**config.mk**
```make
export PLATFORM = sky130hd
export DESIGN_NAME = i2c_read_word
export DESIGN_NICKNAME = d
export VERILOG_FILES = /design/src/rtl/i2c_pkg.sv /design/src/rtl/i2c_byte_shift.sv /design/src/rtl/i2c_read_word.sv
export SDC_FILE = /design/constraint.sdc
export NUM_CORES = 1
export LEC_CHECK = 0
export BUFFER_PORTS_ARGS = -buffer_cell sky130_fd_sc_hd__buf_2
export CAP_MARGIN = 20
export CORE_UTILIZATION = 52
export CTS_CLUSTER_DIAMETER = 40
export DETAILED_ROUTE_END_ITERATION = 7
export GPL_ROUTABILITY_DRIVEN = 0
export PLACE_DENSITY = 0.76
export RECOVER_POWER = 100
export SLEW_MARGIN = 10
export SYNTH_ARGS = -nofsm -noshare
export SYNTH_HDL_FRONTEND = slang
export SYNTH_HIERARCHICAL = 1
export SYNTH_SLANG_ARGS = --single-unit
```
**constraint.sdc**
```tcl
create_clock -name PT_CK -period 2.23 [get_ports PT_CK]
set_input_delay 0.1115 -clock PT_CK [delete_from_list [all_inputs] [get_ports PT_CK]]
set_output_delay 0.1115 -clock PT_CK [all_outputs]
set_load 0.03 [all_outputs]
```
**src/rtl/i2c_pkg.sv**
```systemverilog
// i2c_pkg: shared state encoding, bit-phase and framing constants for the I2C read engine.
`default_nettype none

package i2c_pkg;

  typedef enum logic [3:0] {
    ST_IDLE,
    ST_ARMED,
    ST_LAUNCH,
    ST_START,
    ST_WADDR,
    ST_WPTR,
    ST_RSTART,
    ST_RADDR,
    ST_RMSB,
    ST_RLSB,
    ST_STOP,
    ST_DONE
  } state_e;

  localparam logic [1:0] PH_L0 = 2'd0;
  localparam logic [1:0] PH_L1 = 2'd1;
  localparam logic [1:0] PH_H  = 2'd2;

  localparam logic I2C_WR = 1'b0;
  localparam logic I2C_RD = 1'b1;

  localparam int unsigned BITS_PER_BYTE = 9;
  localparam logic [3:0]  LAST_BIT      = 4'(BITS_PER_BYTE - 1);

endpackage

`default_nettype wire

```
**src/rtl/i2c_byte_shift.sv**
```systemverilog
// i2c_byte_shift: one byte plus ACK slot, 3 PT_CK phases per bit (L0, L1, H), MSB first.
`default_nettype none

module i2c_byte_shift
  import i2c_pkg::*;
(
  input  logic       clk_i,
  input  logic       rst_ni,
  input  logic       start_i,
  input  logic [7:0] tx_byte_i,
  input  logic       mack_i,
  input  logic       sda_prev_i,
  input  logic       sdai_i,
  output logic       sda_o,
  output logic       scl_o,
  output logic [7:0] rx_byte_o,
  output logic       ack_o,
  output logic       done_o
);

  logic [1:0] phase_q, phase_d;
  logic [3:0] bit_q, bit_d;
  logic       busy_q, busy_d;
  logic [7:0] rx_q, rx_d;
  logic       tx_bit;

  assign rx_byte_o = rx_q;
  // ACK slot sample; only meaningful in the cycle done_o is high.
  assign ack_o     = sdai_i;
  assign done_o    = busy_q && (bit_q == LAST_BIT) && (phase_q == PH_H);

  always_comb begin
    tx_bit  = (bit_q == LAST_BIT) ? mack_i : tx_byte_i[3'd7 - bit_q[2:0]];
    sda_o   = 1'b1;
    scl_o   = 1'b1;
    phase_d = phase_q;
    bit_d   = bit_q;
    busy_d  = busy_q;
    rx_d    = rx_q;
    if (busy_q) begin
      case (phase_q)
        // SDA holds its previous level while SCL falls.
        PH_L0: begin sda_o = sda_prev_i; scl_o = 1'b0; end
        PH_L1: begin sda_o = tx_bit;     scl_o = 1'b0; end
        default: begin sda_o = tx_bit;   scl_o = 1'b1; end
      endcase
      if (phase_q == PH_H) begin
        phase_d = PH_L0;
        if (bit_q == LAST_BIT) begin
          bit_d  = 4'd0;
          busy_d = start_i;
        end else begin
          bit_d = bit_q + 4'd1;
          rx_d  = {rx_q[6:0], sdai_i};
        end
      end else begin
        phase_d = phase_q + 2'd1;
      end
    end else if (start_i) begin
      busy_d  = 1'b1;
      phase_d = PH_L0;
      bit_d   = 4'd0;
    end
  end

  always_ff @(posedge clk_i or negedge rst_ni) begin
    if (!rst_ni) begin
      phase_q <= PH_L0;
      bit_q   <= 4'd0;
      busy_q  <= 1'b0;
      rx_q    <= 8'h00;
    end else begin
      phase_q <= phase_d;
      bit_q   <= bit_d;
      busy_q  <= busy_d;
      rx_q    <= rx_d;
    end
  end

endmodule

`default_nettype wire

```
**src/rtl/i2c_read_word.sv**
```systemverilog
// i2c_read_word: pointer write, repeated START, 2-byte read into DATA16.
// Optional macro I2C_READ_NACK_ABORT_EN: a slave NACK jumps straight to STOP.
`default_nettype none

module i2c_read_word
  import i2c_pkg::*;
(
  input  logic        RESET_N,
  input  logic        PT_CK,
  input  logic        GO,
  input  logic [7:0]  SLAVE_ADDRESS,
  input  logic [7:0]  POINTER,
  input  logic        SDAI,
  output logic        SDAO,
  output logic        SCLO,
  output logic        END_OK,
  output logic        ACK_OK,
  output logic [15:0] DATA16
);

  state_e      state_q, state_d;
  logic [1:0]  seq_q, seq_d;
  logic [6:0]  addr_q, addr_d;
  logic [7:0]  ptr_q, ptr_d;
  logic [7:0]  msb_q, msb_d;
  logic        nack_q, nack_d;
  logic        end_ok_q, end_ok_d;
  logic        ack_ok_q, ack_ok_d;
  logic [15:0] data_q, data_d;
  logic        sda_last_q;

  logic        sh_start, sh_sda, sh_scl, sh_ack, sh_done, sh_mack, abort;
  logic [7:0]  sh_tx, sh_rx;
  logic        unused_addr_rw;

  assign unused_addr_rw = SLAVE_ADDRESS[0];
  assign END_OK = end_ok_q;
  assign ACK_OK = ack_ok_q;
  assign DATA16 = data_q;

  i2c_byte_shift u_shift (
    .clk_i      (PT_CK),
    .rst_ni     (RESET_N),
    .start_i    (sh_start),
    .tx_byte_i  (sh_tx),
    .mack_i     (sh_mack),
    .sda_prev_i (sda_last_q),
    .sdai_i     (SDAI),
    .sda_o      (sh_sda),
    .scl_o      (sh_scl),
    .rx_byte_o  (sh_rx),
    .ack_o      (sh_ack),
    .done_o     (sh_done)
  );

  always_comb begin
    state_d  = state_q;
    seq_d    = seq_q;
    addr_d   = addr_q;
    ptr_d    = ptr_q;
    msb_d    = msb_q;
    nack_d   = nack_q;
    end_ok_d = end_ok_q;
    ack_ok_d = ack_ok_q;
    data_d   = data_q;
    sh_start = 1'b0;
    sh_tx    = 8'hFF;
    sh_mack  = 1'b1;
    SDAO     = 1'b1;
    SCLO     = 1'b1;
`ifdef I2C_READ_NACK_ABORT_EN
    abort    = sh_done & sh_ack;
`else
    abort    = 1'b0;
`endif
    case (state_q)
      ST_IDLE:  if (GO)  state_d = ST_ARMED;
      ST_ARMED: if (!GO) state_d = ST_LAUNCH;
      ST_LAUNCH: begin
        addr_d   = SLAVE_ADDRESS[7:1];
        ptr_d    = POINTER;
        nack_d   = 1'b0;
        ack_ok_d = 1'b0;
        end_ok_d = 1'b0;
        state_d  = ST_START;
      end
      ST_START: begin
        SDAO     = 1'b0;
        sh_start = 1'b1;
        state_d  = ST_WADDR;
      end
      ST_WADDR, ST_WPTR, ST_RADDR: begin
        SDAO  = sh_sda;
        SCLO  = sh_scl;
        sh_tx = (state_q == ST_WADDR) ? {addr_q, I2C_WR} :
                (state_q == ST_WPTR)  ? ptr_q : {addr_q, I2C_RD};
        if (sh_done) begin
          nack_d = nack_q | sh_ack;
          if (abort) begin
            state_d = ST_STOP;
          end else if (state_q == ST_WPTR) begin
            state_d = ST_RSTART;
          end else begin
            sh_start = 1'b1;
            state_d  = (state_q == ST_WADDR) ? ST_WPTR : ST_RMSB;
          end
        end
      end
      ST_RSTART: begin
        SDAO  = (seq_q != 2'd2);
        SCLO  = (seq_q != 2'd0);
        seq_d = seq_q + 2'd1;
        if (seq_q == 2'd2) begin
          seq_d    = 2'd0;
          sh_start = 1'b1;
          state_d  = ST_RADDR;
        end
      end
      ST_RMSB: begin
        SDAO    = sh_sda;
        SCLO    = sh_scl;
        sh_mack = 1'b0;
        if (sh_done) begin
          msb_d    = sh_rx;
          sh_start = 1'b1;
          state_d  = ST_RLSB;
        end
      end
      ST_RLSB: begin
        SDAO = sh_sda;
        SCLO = sh_scl;
        if (sh_done) begin
          data_d   = {msb_q, sh_rx};
          ack_ok_d = ~nack_q;
          state_d  = ST_STOP;
        end
      end
      ST_STOP: begin
        SDAO  = (seq_q == 2'd2);
        SCLO  = (seq_q != 2'd0);
        seq_d = seq_q + 2'd1;
        if (seq_q == 2'd2) begin
          seq_d    = 2'd0;
          end_ok_d = 1'b1;
          state_d  = ST_DONE;
        end
      end
      ST_DONE: state_d = ST_IDLE;
      default: state_d = ST_IDLE;
    endcase
  end

  always_ff @(posedge PT_CK or negedge RESET_N) begin
    if (!RESET_N) begin
      state_q    <= ST_IDLE;
      seq_q      <= 2'd0;
      addr_q     <= 7'h00;
      ptr_q      <= 8'h00;
      msb_q      <= 8'h00;
      nack_q     <= 1'b0;
      end_ok_q   <= 1'b1;
      ack_ok_q   <= 1'b0;
      data_q     <= 16'h0000;
      sda_last_q <= 1'b1;
    end else begin
      state_q    <= state_d;
      seq_q      <= seq_d;
      addr_q     <= addr_d;
      ptr_q      <= ptr_d;
      msb_q      <= msb_d;
      nack_q     <= nack_d;
      end_ok_q   <= end_ok_d;
      ack_ok_q   <= ack_ok_d;
      data_q     <= data_d;
      sda_last_q <= SDAO;
    end
  end

endmodule

`default_nettype wire

```
==> flow_metrics.env, run 1 <==
export IMPL_finalMaxSlewViolations=0
export IMPL_grt_use_total=0.224
export IMPL_setup_viol=2
export IMPL_hold_path_class="in -> reg"
export IMPL_clock_latency_ns=0.35
export IMPL_antenna_left=0
export IMPL_grt_max_degree=65
export IMPL_syn_cell_area_sq_um=3080
export IMPL_fin_crit_ns=2.87
export IMPL_routed_wl_microns=6230
export IMPL_synth_most_common_cell="dfrtp_1"
export IMPL_crit_path_end_kind="primary output"
export IMPL_synth_area_top_cells="dfrtp_1 50%, mux2_2 18%, mux2i_1 2.9%"
export IMPL_finalSetupTns_ns=-0.861
export IMPL_clkSinkCount=64
export IMPL_vias=2256
export IMPL_crit_type="reg -> out"
export IMPL_crit_path_frequent_cell="a21oi_2"
export IMPL_crit_required_ns=2.12
export IMPL_htree_levels=3
export IMPL_grt_setup_unrepaired="yes"
export IMPL_hpwl_microns=3990
export IMPL_power_leakage_uw=0.00176
export IMPL_path_max_fanout=8
export IMPL_yosysUniqueCellTypes=45
export IMPL_grt_pass1_wl_microns=10300
export IMPL_pwr_share_seq=0.491
export IMPL_areaGrowthSynthToFinish_pct=24.8
export IMPL_finalNetCount=358
export IMPL_hold_violations=0
export IMPL_yosysTopAreaCell="dfrtp_1"
export IMPL_synth_ff_type="dfrtp_1"
export IMPL_num_antenna_cells=0
export IMPL_hold_path_depth=2
export IMPL_ys_warn_count=6
export IMPL_syn_nets=284
export IMPL_syn_inst=262
export IMPL_drv_cap=0
export IMPL_fillers=449
export IMPL_critPathMaxStageDelay_ns=0.47
export IMPL_power_density_nw_per_um2=636
export IMPL_critical_path_slowest_cell="dfrtp_2"
export IMPL_grt_pass1_vias=2205
export IMPL_instances_no_fill=413
export IMPL_multi_input_area_sq_um=1380
export IMPL_vias_per_cell=5.46
export IMPL_regArea_sq_um=1610
export IMPL_cp_cell_sequence="or2_4, o21ai_2, nand2_1, mux4_2, a221oi_2, a21oi_2, a21boi_1, o21ai_1, o41ai_2, a21oi_2, buf_6"
export IMPL_dp_cells=381
export IMPL_num_rows=27
export IMPL_die_y_microns=78.9
export IMPL_cts_buffers_inserted=9
export IMPL_p_int_uw=1910
export IMPL_setup_ws_ns=-0.638
export IMPL_p_switching_uw=533
export IMPL_cts_root_buffer="clkbuf_8"
export IMPL_peakVddDrop_mv=0.456
export IMPL_antenna_found_initial=0
export IMPL_violations="negative setup slack"
export IMPL_fin_crit_sh=1.29
export IMPL_status="finished, violations left"
export IMPL_worst_pin_slew_ns=1.48
export IMPL_core_area_sq_um=5610
export IMPL_drive_gt1_frac=0.372
export IMPL_async_flop_share=1.00
export IMPL_yosys_area_top_type_share=0.504
export IMPL_dr_pass1_iters=4
export IMPL_avgSynthCellArea_sq_um=11.7
export IMPL_p_sw_frac=0.218
export IMPL_initial_utilization=0.549
export IMPL_drt_iter0_drc=172
export IMPL_p_clk_frac=0.463
export IMPL_slew_headroom=0.0101
export IMPL_seq_area_frac_synth=0.521
export IMPL_fmax_ghz=0.349
export IMPL_fp_dieArea_sq_um=6230
export IMPL_finalClockSkew_ns=0.00990
export IMPL_io_pins=40
export IMPL_synth_edf_count=0
export IMPL_ys_ff_latch=64
export IMPL_reg2reg_depth=11
export IMPL_startpoint_type="flop"
export IMPL_crit_arrival_ns=2.76
export IMPL_gr_total_overflow=0
export IMPL_portBuffers=38
export IMPL_clk_pin_slew_worst_paths_ns=0.07
export IMPL_drc_errors=0
export IMPL_cts_tree="done"
export IMPL_synth_top_cells_by_count="62 x dfrtp_1, 50 x mux2_2, 24 x nand2_1, 17 x o21ai_0, 14 x nor2_1"
export IMPL_die_w_microns=78.9
export IMPL_ctsLongestPathBuffers=2
export IMPL_wire_per_inst_microns=15.1
export IMPL_combPwrFrac=0.046
cells by family (layout without fill, tap and decap cells):
| group | Yosys count | count (layout) | synth area share |
|---|---|---|---|
| XOR/XNOR | 1 | 1 | 0.00285 |
| adder cells (fa/ha/maj) | 2 | 2 | 0.00813 |
| flip-flops | 64 | 64 | 0.521 |
| buffers and inverters | 23 | 102 | 0.0390 |
| AO/OA/AOI/OAI | 43 | 43 | 0.0891 |
| multiplexers | 62 | 62 | 0.232 |
| AND/OR/NAND/NOR | 67 | 67 | 0.108 |
cell usage in the layout (no fill, tap or decap), types with 6 or more instances in the layout:
| cell type | netlist | layout |
|---|---|---|
| o21ai_0 | 17 | 12 |
| a21oi_1 | 9 | 7 |
| nor2_1 | 14 | 14 |
| clkbuf_1 | 4 | 20 |
| mux2i_1 | 9 | 9 |
| buf_4 | 4 | 18 |
| inv_1 | 9 | 9 |
| clkbuf_8 | 0 | 10 |
| mux2_2 | 50 | 50 |
| nand2_1 | 24 | 24 |
| dfrtp_1 | 62 | 61 |
| nand3_1 | 6 | 6 |
| buf_2 | 3 | 19 |
| dlygate4sd3_1 | 0 | 14 |
critical path: cells and delay by family (launching register included):
| kind | cells | cell delay (ns) |
|---|---|---|
| compound gates | 7 | 0.95 |
| flops | 1 | 0.47 |
| mux | 1 | 0.46 |
| simple gates | 2 | 0.38 |
| buf+inv | 1 | 0.15 |
layout make-up:
class                   instances  share of cell area
inverters                       9             0.00880
repair buffers                 77               0.129
clock buffers                  10              0.0359
well taps                      72              0.0235
multi-input cells             175               0.360
flip-flops and latches         64               0.418
clock inverters                 6              0.0241
worst paths after layout:
check / to / slack (ns) / startpoint
min in group asynchronous: ACK_OK$_DFFE_PN0P_ / 0.73 / RESET_N
hold / removal: addr_q[1]$_DFFE_PN0P_ / 0.02 / SLAVE_ADDRESS[2]
setup / recovery: SDAO / -0.64 / state_q[1]$_DFFE_PN0P_
max in group asynchronous: state_q[1]$_DFFE_PN0P_ / 0.49 / RESET_N
setup reg to reg: sda_last_q$_DFF_PN1_ / -0.22 / state_q[1]$_DFFE_PN0P_
hold reg to reg: ACK_OK$_DFFE_PN0P_ / 0.48 / nack_q$_DFFE_PN0P_
power by group through the flow:
stage	Sequential (uW)	Combinational [uW]	Clock, uW
final	1200	113	1130
after global routing	1200	127	1200
after CTS	1200	117	1160
after detailed placement	1220	95.5	0
after global placement	1220	93.0	0
after floorplan	1220	41.4	0
state kept, by name, indices dropped and copies added, names as in the netlist:
signal             cells
DATA16                16
msb_q                  8
ptr_q                  8
u_shift/rx_byte_o      8
addr_q                 7
state_q                4
u_shift/bit_q          4
seq_q                  2
u_shift/phase_q        2
ACK_OK                 1
END_OK                 1
nack_q                 1
sda_last_q             1
u_shift/busy_q         1
timing repair:
| action | in CTS | in global routing |
|---|---|---|
| endpoints found under the setup margin | 2 | 3 |
| endpoints found under the hold margin | 74 | 1 |
| hold buffers | 13 | 1 |
| pin swaps | 5 | 5 |
| buffers inserted | 1 | 1 |
| resized for setup | 9 | 4 |
metal layers:
metal  routed length [microns]  vias up  global-route usage
li1                          -     1080                   -
met1                      2850     1105               0.285
met2                      2950       53               0.349
met3                       247       18              0.0460
met4                       182        0               0.147
met5                         0        -                   0
metrics by stage:
step	worst slack, ns	total power [uW]	cell area, sq um	utilization	hold WS (ns)
after CTS	-0.623	2470	3880	0.691	0.00121
after global routing	-0.766	2530	3840	0.685	0.0189
after detailed placement	-0.306	1320	3480	0.620	0.148
final	-0.638	2440	3840	0.685	0.0179
after floorplan	-0.103	1260	3090	-	-0.184
after global placement	-0.201	1310	3480	0.620	0.150
(Power assumes the default switching activity.)
==> run 2: changes to the inputs <==
==> constraint.sdc (replaced) <==
create_clock -name PT_CK -period 2.23 [get_ports PT_CK]
set_input_delay 0.223 -clock PT_CK [delete_from_list [all_inputs] [get_ports PT_CK]]
set_output_delay 0.223 -clock PT_CK [all_outputs]
set_load 0.03 [all_outputs]
==> flow_metrics.env, run 2 (synthesis results as in run 1) <==
export IMPL_grt_pass1_vias=2167
export IMPL_power_density_nw_per_um2=650
export IMPL_cts_buffers_inserted=9
export IMPL_regToRegSetupSlack_ns=-0.15
export IMPL_initial_utilization=0.549
export IMPL_finalClockSkew_ns=0.00495
export IMPL_path_max_fanout=8
export IMPL_fmax_ghz=0.345
export IMPL_crit_type="reg -> out"
export IMPL_largest_reg_flops=16
export IMPL_dr_pass1_iters=4
export IMPL_die_y_microns=78.9
export IMPL_antenna_found_initial=0
export IMPL_num_antenna_cells=0
export IMPL_worst_pin_slew_ns=1.34
export IMPL_layout_common_cells="61 x dfrtp_1, 50 x mux2_2, 24 x nand2_1, 22 x buf_4, 21 x clkbuf_1"
export IMPL_num_rows=27
export IMPL_drive_gt1_frac=0.390
export IMPL_fin_area_sq_um=3740
export IMPL_violations="negative setup slack"
export IMPL_cts_tree="done"
export IMPL_met1_usage=0.288
export IMPL_slew_headroom=0.108
export IMPL_utilization=0.666
export IMPL_vias_per_cell=5.51
export IMPL_peakVddDrop_mv=0.412
export IMPL_gr_max_usage_layer="met2"
export IMPL_die_w_microns=78.9
export IMPL_power_leakage_uw=0.00173
export IMPL_clock_latency_ns=0.35
export IMPL_startpoint_type="flop"
export IMPL_routed_wl_microns=6190
export IMPL_cts_root_buffer="clkbuf_8"
export IMPL_gr_usage_met2=0.340
export IMPL_antenna_left=0
export IMPL_htree_levels=3
export IMPL_drv_cap=0
export IMPL_drc_errors=0
export IMPL_placed_cell_area_sq_um=3480
export IMPL_grt_pass1_wl_microns=10300
export IMPL_core_area_sq_um=5610
export IMPL_reg2reg_depth=11
export IMPL_setup_viol=24
export IMPL_clkSinkCount=64
export IMPL_crit_path_end_kind="primary output"
export IMPL_crit_required_ns=2.01
export IMPL_clk_pin_slew_worst_paths_ns=0.07
export IMPL_startpoint="state_q[1]$_DFFE_PN0P_"
export IMPL_fin_crit_ns=2.90
export IMPL_hold_violations=0
export IMPL_grt_setup_unrepaired="yes"
export IMPL_portBuffers=38
export IMPL_hpwl_microns=4160
export IMPL_use_met3=0.0667
export IMPL_areaGrowthSynthToFinish_pct=21.5
export IMPL_wire_per_inst_microns=15.4
export IMPL_timing_rr_start="state_q[1]$_DFFE_PN0P_"
export IMPL_finalMaxSlewViolations=0
export IMPL_layout_commonest_cell="dfrtp_1"
export IMPL_fillers=457
export IMPL_gr_total_overflow=0
export IMPL_setup_ws_ns=-0.668
export IMPL_worst_hold_slack_ns=0.103
export IMPL_finalNetCount=348
export IMPL_endpoint="SDAO"
export IMPL_drt_iter0_drc=168
export IMPL_dp_cells=381
export IMPL_vias=2219
export IMPL_hold_path_class="in -> reg"
export IMPL_ctsLongestPathBuffers=2
export IMPL_io_pins=40
export IMPL_grt_max_degree=41
export IMPL_finalSetupTns_ns=-1.72
export IMPL_rr_endpoint="sda_last_q$_DFF_PN1_"
export IMPL_grt_use_total=0.218
export IMPL_instances_no_fill=403
export IMPL_fp_dieArea_sq_um=6230
export IMPL_crit_arrival_ns=2.68
export IMPL_status="finished, violations left"
export IMPL_fin_crit_sh=1.30
run 2: cell count changes in the layout (fill, tap and decap cells not counted), sizes merged:
cell,delta
buf,+4
clkbuf,-2
clkinvlp,-1
dlygate4sd3,-13
inv,+2
run 2: per-stage QoR:
| step | power, uW | setup WS, ns |
|---|---|---|
| after floorplan | 1260 | -0.207 |
| after global placement | 1310 | -0.294 |
| after detailed placement | 1320 | -0.372 |
| after CTS | 2460 | -0.652 |
| after global routing | 2520 | -0.803 |
| final | 2430 | -0.668 |
run 2: repair_timing:
| item | CTS | global route |
|---|---|---|
| buffers inserted | 0 | 5 |
| endpoints found under the setup margin | 4 | 4 |
| gates resized for setup | 8 | 4 |
| endpoints found under the hold margin | 23 | 0 |
| pin swaps | 4 | 2 |
| hold buffers | 1 | 0 |
| gates cloned | 0 | 0 |
run 2: area by class of cell:
class / instances / area [sq um] / area share
inverter: 9 / 33.8 / 0.00904
multi-input combinational: 175 / 1380 / 0.368
timing repair buffer: 67 / 405 / 0.108
sequential: 64 / 1610 / 0.430
tap: 72 / 90.1 / 0.0241
clock inverter: 7 / 103 / 0.0275
clock buffer: 9 / 124 / 0.0331
run 2: worst min path at each step:
stage                     startpoint               endpoint  slack, ns  cells after the start
floorplan                    RESET_N     ACK_OK$_DFFE_PN0P_      -0.07                      0
global placement             RESET_N   seq_q[0]$_DFFE_PN0P_       0.26                      1
detailed placement           RESET_N   seq_q[0]$_DFFE_PN0P_       0.27                      1
CTS                       POINTER[3]   ptr_q[3]$_DFFE_PN0P_        0.1                      2
global route        SLAVE_ADDRESS[6]  addr_q[5]$_DFFE_PN0P_       0.09                      2
finish                    POINTER[3]   ptr_q[3]$_DFFE_PN0P_       0.10                      2
run 2: worst max-delay path, cell delays in order, from the launching register on:
cell,delay [ns]
dfrtp_2,0.46
or2_4,0.31
o21ai_1,0.13
nand2_1,0.07
mux4_2,0.47
a221oi_2,0.23
a21oi_1,0.12
a21boi_1,0.13
o21ai_1,0.09
o41ai_2,0.07
a21oi_2,0.11
buf_6,0.15
run 2: routing by layer:
metal	up-vias	wire (microns)	part of all wire
li1	1062	-	-
met1	1091	2760	0.45
met2	58	3060	0.49
met3	8	307	0.050
met4	0	63	0.010
met5	-	0	0
run 2: power breakdown:
| part | switching [uW] | total [uW] | internal (uW) |
|---|---|---|---|
| logic | 48.0 | 95.3 | 47.3 |
| registers | 16.2 | 1200 | 1180 |
| clock network | 495 | 1140 | 640 |
